**src/rtl/mem_ref_sequencer.sv**
```systemverilog
// Control sequencer for memory-reference instructions (AND..ISZ).
// Walks IDLE -> [IND] -> E4 -> [E5] -> [E6] and emits registered strobes.
module mem_ref_sequencer #(
    parameter int WIDTH = 16
) (
    input  logic             clk,
    input  logic             rst,
    input  logic             start,
    input  logic [WIDTH-1:0] ir,
    input  logic             dr_zero,
    output logic [2:0]       bus_sel,
    output logic             ar_ld,
    output logic             ar_inr,
    output logic             pc_ld,
    output logic             pc_inr,
    output logic             dr_ld,
    output logic             dr_inr,
    output logic             ac_ld,
    output logic             mem_wr,
    output logic [2:0]       alu_op,
    output logic             busy,
    output logic             done
);

    typedef enum logic [2:0] {
        IDLE = 3'd0,
        IND  = 3'd1,
        E4   = 3'd2,
        E5   = 3'd3,
        E6   = 3'd4
    } state_t;

    localparam logic [2:0] OP_AND = 3'b000;
    localparam logic [2:0] OP_ADD = 3'b001;
    localparam logic [2:0] OP_LDA = 3'b010;
    localparam logic [2:0] OP_STA = 3'b011;
    localparam logic [2:0] OP_BUN = 3'b100;
    localparam logic [2:0] OP_BSA = 3'b101;
    localparam logic [2:0] OP_ISZ = 3'b110;
    localparam logic [2:0] OP_REG = 3'b111;

    localparam logic [2:0] BUS_NONE = 3'b000;
    localparam logic [2:0] BUS_PC   = 3'b001;
    localparam logic [2:0] BUS_AR   = 3'b010;
    localparam logic [2:0] BUS_DR   = 3'b011;
    localparam logic [2:0] BUS_AC   = 3'b101;
    localparam logic [2:0] BUS_MEM  = 3'b110;

    localparam logic [2:0] ALU_NONE = 3'b000;
    localparam logic [2:0] ALU_AND  = 3'b001;
    localparam logic [2:0] ALU_ADD  = 3'b010;
    localparam logic [2:0] ALU_DR   = 3'b011;

    typedef struct packed {
        logic [2:0] bus_sel;
        logic       ar_ld;
        logic       ar_inr;
        logic       pc_ld;
        logic       pc_inr_en;
        logic       dr_ld;
        logic       dr_inr;
        logic       ac_ld;
        logic       mem_wr;
        logic [2:0] alu_op;
        logic       done;
    } ctl_t;

    function automatic state_t next_state(
        input state_t     s,
        input logic       go,
        input logic       ind_new,
        input logic       ind_old,
        input logic [2:0] op
    );
        state_t n;
        n = IDLE;
        case (s)
            IDLE: begin
                if (go) n = ind_new ? IND : E4;
            end
            IND: n = ind_old ? E4 : IDLE;
            E4: begin
                if (op == OP_STA || op == OP_BUN) n = IDLE;
                else n = E5;
            end
            E5: n = (op == OP_ISZ) ? E6 : IDLE;
            E6: n = IDLE;
            default: n = IDLE;
        endcase
        return n;
    endfunction

    function automatic ctl_t decode(input state_t s, input logic [2:0] op);
        ctl_t c;
        c = '0;
        case (s)
            IND: begin
                c.bus_sel = BUS_MEM;
                c.ar_ld   = 1'b1;
            end
            E4: begin
                case (op)
                    OP_AND, OP_ADD, OP_LDA, OP_ISZ: begin
                        c.bus_sel = BUS_MEM;
                        c.dr_ld   = 1'b1;
                    end
                    OP_STA: begin
                        c.bus_sel = BUS_AC;
                        c.mem_wr  = 1'b1;
                        c.done    = 1'b1;
                    end
                    OP_BUN: begin
                        c.bus_sel = BUS_AR;
                        c.pc_ld   = 1'b1;
                        c.done    = 1'b1;
                    end
                    OP_BSA: begin
                        c.bus_sel = BUS_PC;
                        c.mem_wr  = 1'b1;
                        c.ar_inr  = 1'b1;
                    end
                    default: c = '0;
                endcase
            end
            E5: begin
                case (op)
                    OP_AND: begin
                        c.ac_ld  = 1'b1;
                        c.alu_op = ALU_AND;
                        c.done   = 1'b1;
                    end
                    OP_ADD: begin
                        c.ac_ld  = 1'b1;
                        c.alu_op = ALU_ADD;
                        c.done   = 1'b1;
                    end
                    OP_LDA: begin
                        c.ac_ld  = 1'b1;
                        c.alu_op = ALU_DR;
                        c.done   = 1'b1;
                    end
                    OP_BSA: begin
                        c.bus_sel = BUS_AR;
                        c.pc_ld   = 1'b1;
                        c.done    = 1'b1;
                    end
                    OP_ISZ: c.dr_inr = 1'b1;
                    default: c = '0;
                endcase
            end
            E6: begin
                c.bus_sel   = BUS_DR;
                c.mem_wr    = 1'b1;
                c.pc_inr_en = 1'b1;
                c.done      = 1'b1;
            end
            default: c = '0;
        endcase
        return c;
    endfunction

    state_t     state;
    state_t     state_d;
    logic [2:0] op_q;
    logic [2:0] op_d;
    logic       ind_q;
    logic       accept;
    logic       busy_q;
    ctl_t       ctl;
    logic       unused_ir;

    assign unused_ir = ^ir;

    always_comb begin
        accept  = (state == IDLE) && start && (ir[14:12] != OP_REG);
        op_d    = accept ? ir[14:12] : op_q;
        state_d = next_state(state, accept, ir[15], ind_q, op_d);
    end

    always_ff @(posedge clk or posedge rst) begin
        if (rst) begin
            state  <= IDLE;
            op_q   <= '0;
            ind_q  <= 1'b0;
            busy_q <= 1'b0;
            ctl    <= '0;
        end else begin
            state  <= state_d;
            op_q   <= op_d;
            if (accept) ind_q <= ir[15];
            busy_q <= (state_d != IDLE);
            ctl    <= decode(state_d, op_d);
        end
    end

    // Skip decision must follow DR as seen during E6 itself, so it is gated live.
    assign pc_inr  = ctl.pc_inr_en & dr_zero;
    assign bus_sel = ctl.bus_sel;
    assign ar_ld   = ctl.ar_ld;
    assign ar_inr  = ctl.ar_inr;
    assign pc_ld   = ctl.pc_ld;
    assign dr_ld   = ctl.dr_ld;
    assign dr_inr  = ctl.dr_inr;
    assign ac_ld   = ctl.ac_ld;
    assign mem_wr  = ctl.mem_wr;
    assign alu_op  = ctl.alu_op;
    assign done    = ctl.done;
    assign busy    = busy_q;

endmodule

```
**config.mk**
```make
export PLATFORM = sky130hd
export DESIGN_NAME = mem_ref_sequencer
export DESIGN_NICKNAME = d
export VERILOG_FILES = /design/src/rtl/mem_ref_sequencer.sv
export SDC_FILE = /design/constraint.sdc
export NUM_CORES = 1
export LEC_CHECK = 0
export CORE_UTILIZATION = 40
export CTS_BUF_LIST = sky130_fd_sc_hd__clkbuf_8
export DETAILED_ROUTE_END_ITERATION = 10
export PLACE_DENSITY_LB_ADDON = 0.05
export SLEW_MARGIN = 15
export SYNTH_ARGS = -nofsm -noshare
export SYNTH_HDL_FRONTEND = slang
export SYNTH_SLANG_ARGS = --single-unit
```
**constraint.sdc**
```tcl
create_clock -name clk -period 2.86 [get_ports clk]
set_input_delay 0.715 -clock clk [delete_from_list [all_inputs] [get_ports clk]]
set_output_delay 0.715 -clock clk [all_outputs]
set_load 0.01 [all_outputs]
```
==> results.cfg <==
[logic_synthesis]
synth_cell_type_count = 38
seq_area_frac_synth_pct = 51.6
synth_most_common_cell = dfrtp_1
ys_top_cells_by_count = dfrtp_1 (22), nand2_1 (10), buf_4 (6), inv_1 (6), o21ai_0 (5)
yosys_warnings = 0
synth_ff_type = dfrtp_1
synth_edf_count = 0
synth.avg_cell_area_um2 = 10.9
yosysTopAreaCellShare_pct = 51.6
synth_seq_cells = 22
syn_area_mm2 = 0.00107
yosysTopAreaCell = dfrtp_1
async_reset_ff_share_pct = 100
synth_area_leaders = dfrtp_1 (52%), buf_4 (4.2%), nand2_1 (3.5%)
syn_nets = 118
synth_cells = 98

[layout]
synthToLayoutAreaGrowth_pct = 24.9
n_antenna_cell = 0
final_area_mm2 = 0.00133
fillCellCount = 247
fin_nets = 140
drive_gt1_share_pct = 16.9
final-seq-area_um2 = 551
multi_input_area_um2 = 445

[floorplan]
die-width_um = 53.7
die_area_mm2 = 0.00288
core_mm2 = 0.00250
ios = 36
fp.dieH_um = 53.7
row_count = 18
initial_core_util_pct = 42.7

[setup_path]
crit_path_start_kind = input port
crit_arrival_ns = 2.64
reg2reg_depth = 5
crit_required_ns = 2.98
reg2reg_slack_ns = 0.75
r2r_start = state[2]
r2r-end = state[1]
path_class = input port to flip-flop
end_kind = flip-flop
critPathMaxFanout = 5

[power_and_ir_drop]
p_leak_nw = 0.592
p_per_area_mw_per_mm2 = 977
ir_drop_mv = 0.488
power_frac_seq_pct = 37.0
switching_share_pct = 38.0
p_int_mw = 0.807
switchingPower_mw = 0.495
power_frac_comb_pct = 49.4
p_clk_share_pct = 13.6

[hold_path]
whs_endpoint = ind_q
holdPathStages = 2
hold_class = flip-flop to flip-flop
holdCritStartpoint = ind_q

[detailed_routing]
via_per_inst = 5.50
wl_met2_um = 989
detail_route.iter0.violations = 19
top_layer = met4
postRouteAntennaNets = 0
drt-wirelength-per-cell_um = 14.3
wl_met3_um = 101
routed_wl_mm = 2.12
firstDrtPassIters = 4
wl_met1_mm = 1.01
vias = 814
drc_errors = 0

[placed_design]
postPlaceCellArea_mm2 = 0.00129
dp_hpwl_mm = 1.60
pre_cts_slack_ns = 0.104
io_buffers = 22
gp_congestion = 0.868

[timing]
period_minus_slack_ns = 2.52
grt_setup_unrepaired = false
setup_violations = 0
relSlewSlack_pct = 47.9
tightest_slew_ns = 0.781
finalHoldViolations = 0
skew_ns = 0.00218
setup_tns_ns = 0
post-route-period-util_pct = 88.0
slew_viol_final = 0
max_freq_ghz = 0.397
setup_ws_ns = 0.343

[clocking]
clkLatencyLatePin_ns = 0.25
cts_setup_buffers = 0
hold_buffers = 0
ctsResizeCount = 0
numCtsBuffers = 3
cts-root-buf = clkbuf_8
clk_path_buf_depth = 2
cts.sinks = 22
clkTransAtPathRegs_ns = 0.07
cts_tree = done
ctsHtreeMaxLevel = 1

[global_routing]
grt_pass1_vias = 735
grt_overflow = 0
grt_pass1_wl_mm = 3.59
antenna_found_initial = 0
gr-usage-all-layers_pct = 17.7
grt_max_degree = 23

[flow_run]
maxCapViolations = 0

[status]
status = finished clean
cell type report:
cell class              count  share of cell area (%)
well taps                  30                    2.82
repair buffers             24                    17.7
clock buffers               3                    3.10
flip-flops and latches     22                    41.3
multi-input cells          63                    33.4
inverters                   6                    1.69
placed cells by master, fill, tap and decap left out, types with 2 or more instances in the layout:
cell type | netlist | final
o21ai_0 | 5 | 5
a21oi_1 | 4 | 4
dfrtp_1 | 22 | 22
o21ba_2 | 2 | 2
nand2_1 | 10 | 10
nand3_1 | 2 | 2
a211oi_1 | 2 | 2
buf_4 | 6 | 2
nor2_1 | 4 | 4
clkbuf_8 | 0 | 3
o22ai_1 | 2 | 2
nor2_2 | 3 | 3
and2_1 | 2 | 2
clkdlybuf4s50_1 | 0 | 22
inv_1 | 6 | 6
nor3_1 | 4 | 4
critical path, cell delays in order:
cell             delay [ns]
clkdlybuf4s50_1        0.48
or4b_4                 0.51
nor3b_2                0.33
nor2_2                 0.14
mux2i_2                0.33
o21ai_0                0.13
how the worst max path moves through the flow:
stage | startpoint | endpoint | slack [ns] | cells past startpoint
after floorplan | start | done | 0.82 | 5
after detailed placement | start | state[1] | 0.10 | 6
after CTS | dr_zero | pc_inr | 0.34 | 3
after global routing | start | state[1] | 0.25 | 6
final | start | state[1] | 0.34 | 6
after global placement | start | busy | 0.17 | 6
per-stage QoR:
step,power (mW),hold slack [ns],cells,utilization (%)
final,1.30,0.473,148,53.3
after global routing,1.41,0.535,148,53.3
after CTS,1.31,0.479,148,53.3
after detailed placement,1.12,0.461,145,51.7
after global placement,1.12,0.460,145,51.7
after floorplan,0.913,0.438,98,-
kinds of logic (layout without fill, tap and decap cells):
logic type	count (synthesis)	after routing	share of synthesized area, %
buf+inv	13	33	6.68
simple gates	34	34	20.8
xor+xnor	1	1	0.821
compound gates	26	26	18.5
flops	22	22	51.6
mux	1	1	1.29
other cells	1	1	0.351
power groups by stage:
stage,Combinational (mW),Clock [mW],Sequential (mW)
after floorplan,0.424,0,0.489
after global placement,0.633,0,0.482
after detailed placement,0.636,0,0.487
after CTS,0.641,0.184,0.481
after global routing,0.715,0.203,0.493
final,0.643,0.178,0.481
state kept, by name, summed over array words and instances (netlist names):
signal   cells
ctl          1
pc_ld        1
state        3
ar_ld        1
ac_ld        1
op_q         3
mem_wr       1
dr_inr       1
bus_sel      3
ind_q        1
ar_inr       1
dr_ld        1
alu_op       2
busy         1
done         1
routing by layer:
layer | up-vias | track usage, %
met2 | 30 | 27.5
met5 | - | 0
met3 | 2 | 3.39
met1 | 398 | 24.6
met4 | 0 | 6.14
li1 | 384 | -
Power figures use the tool's default switching activity.
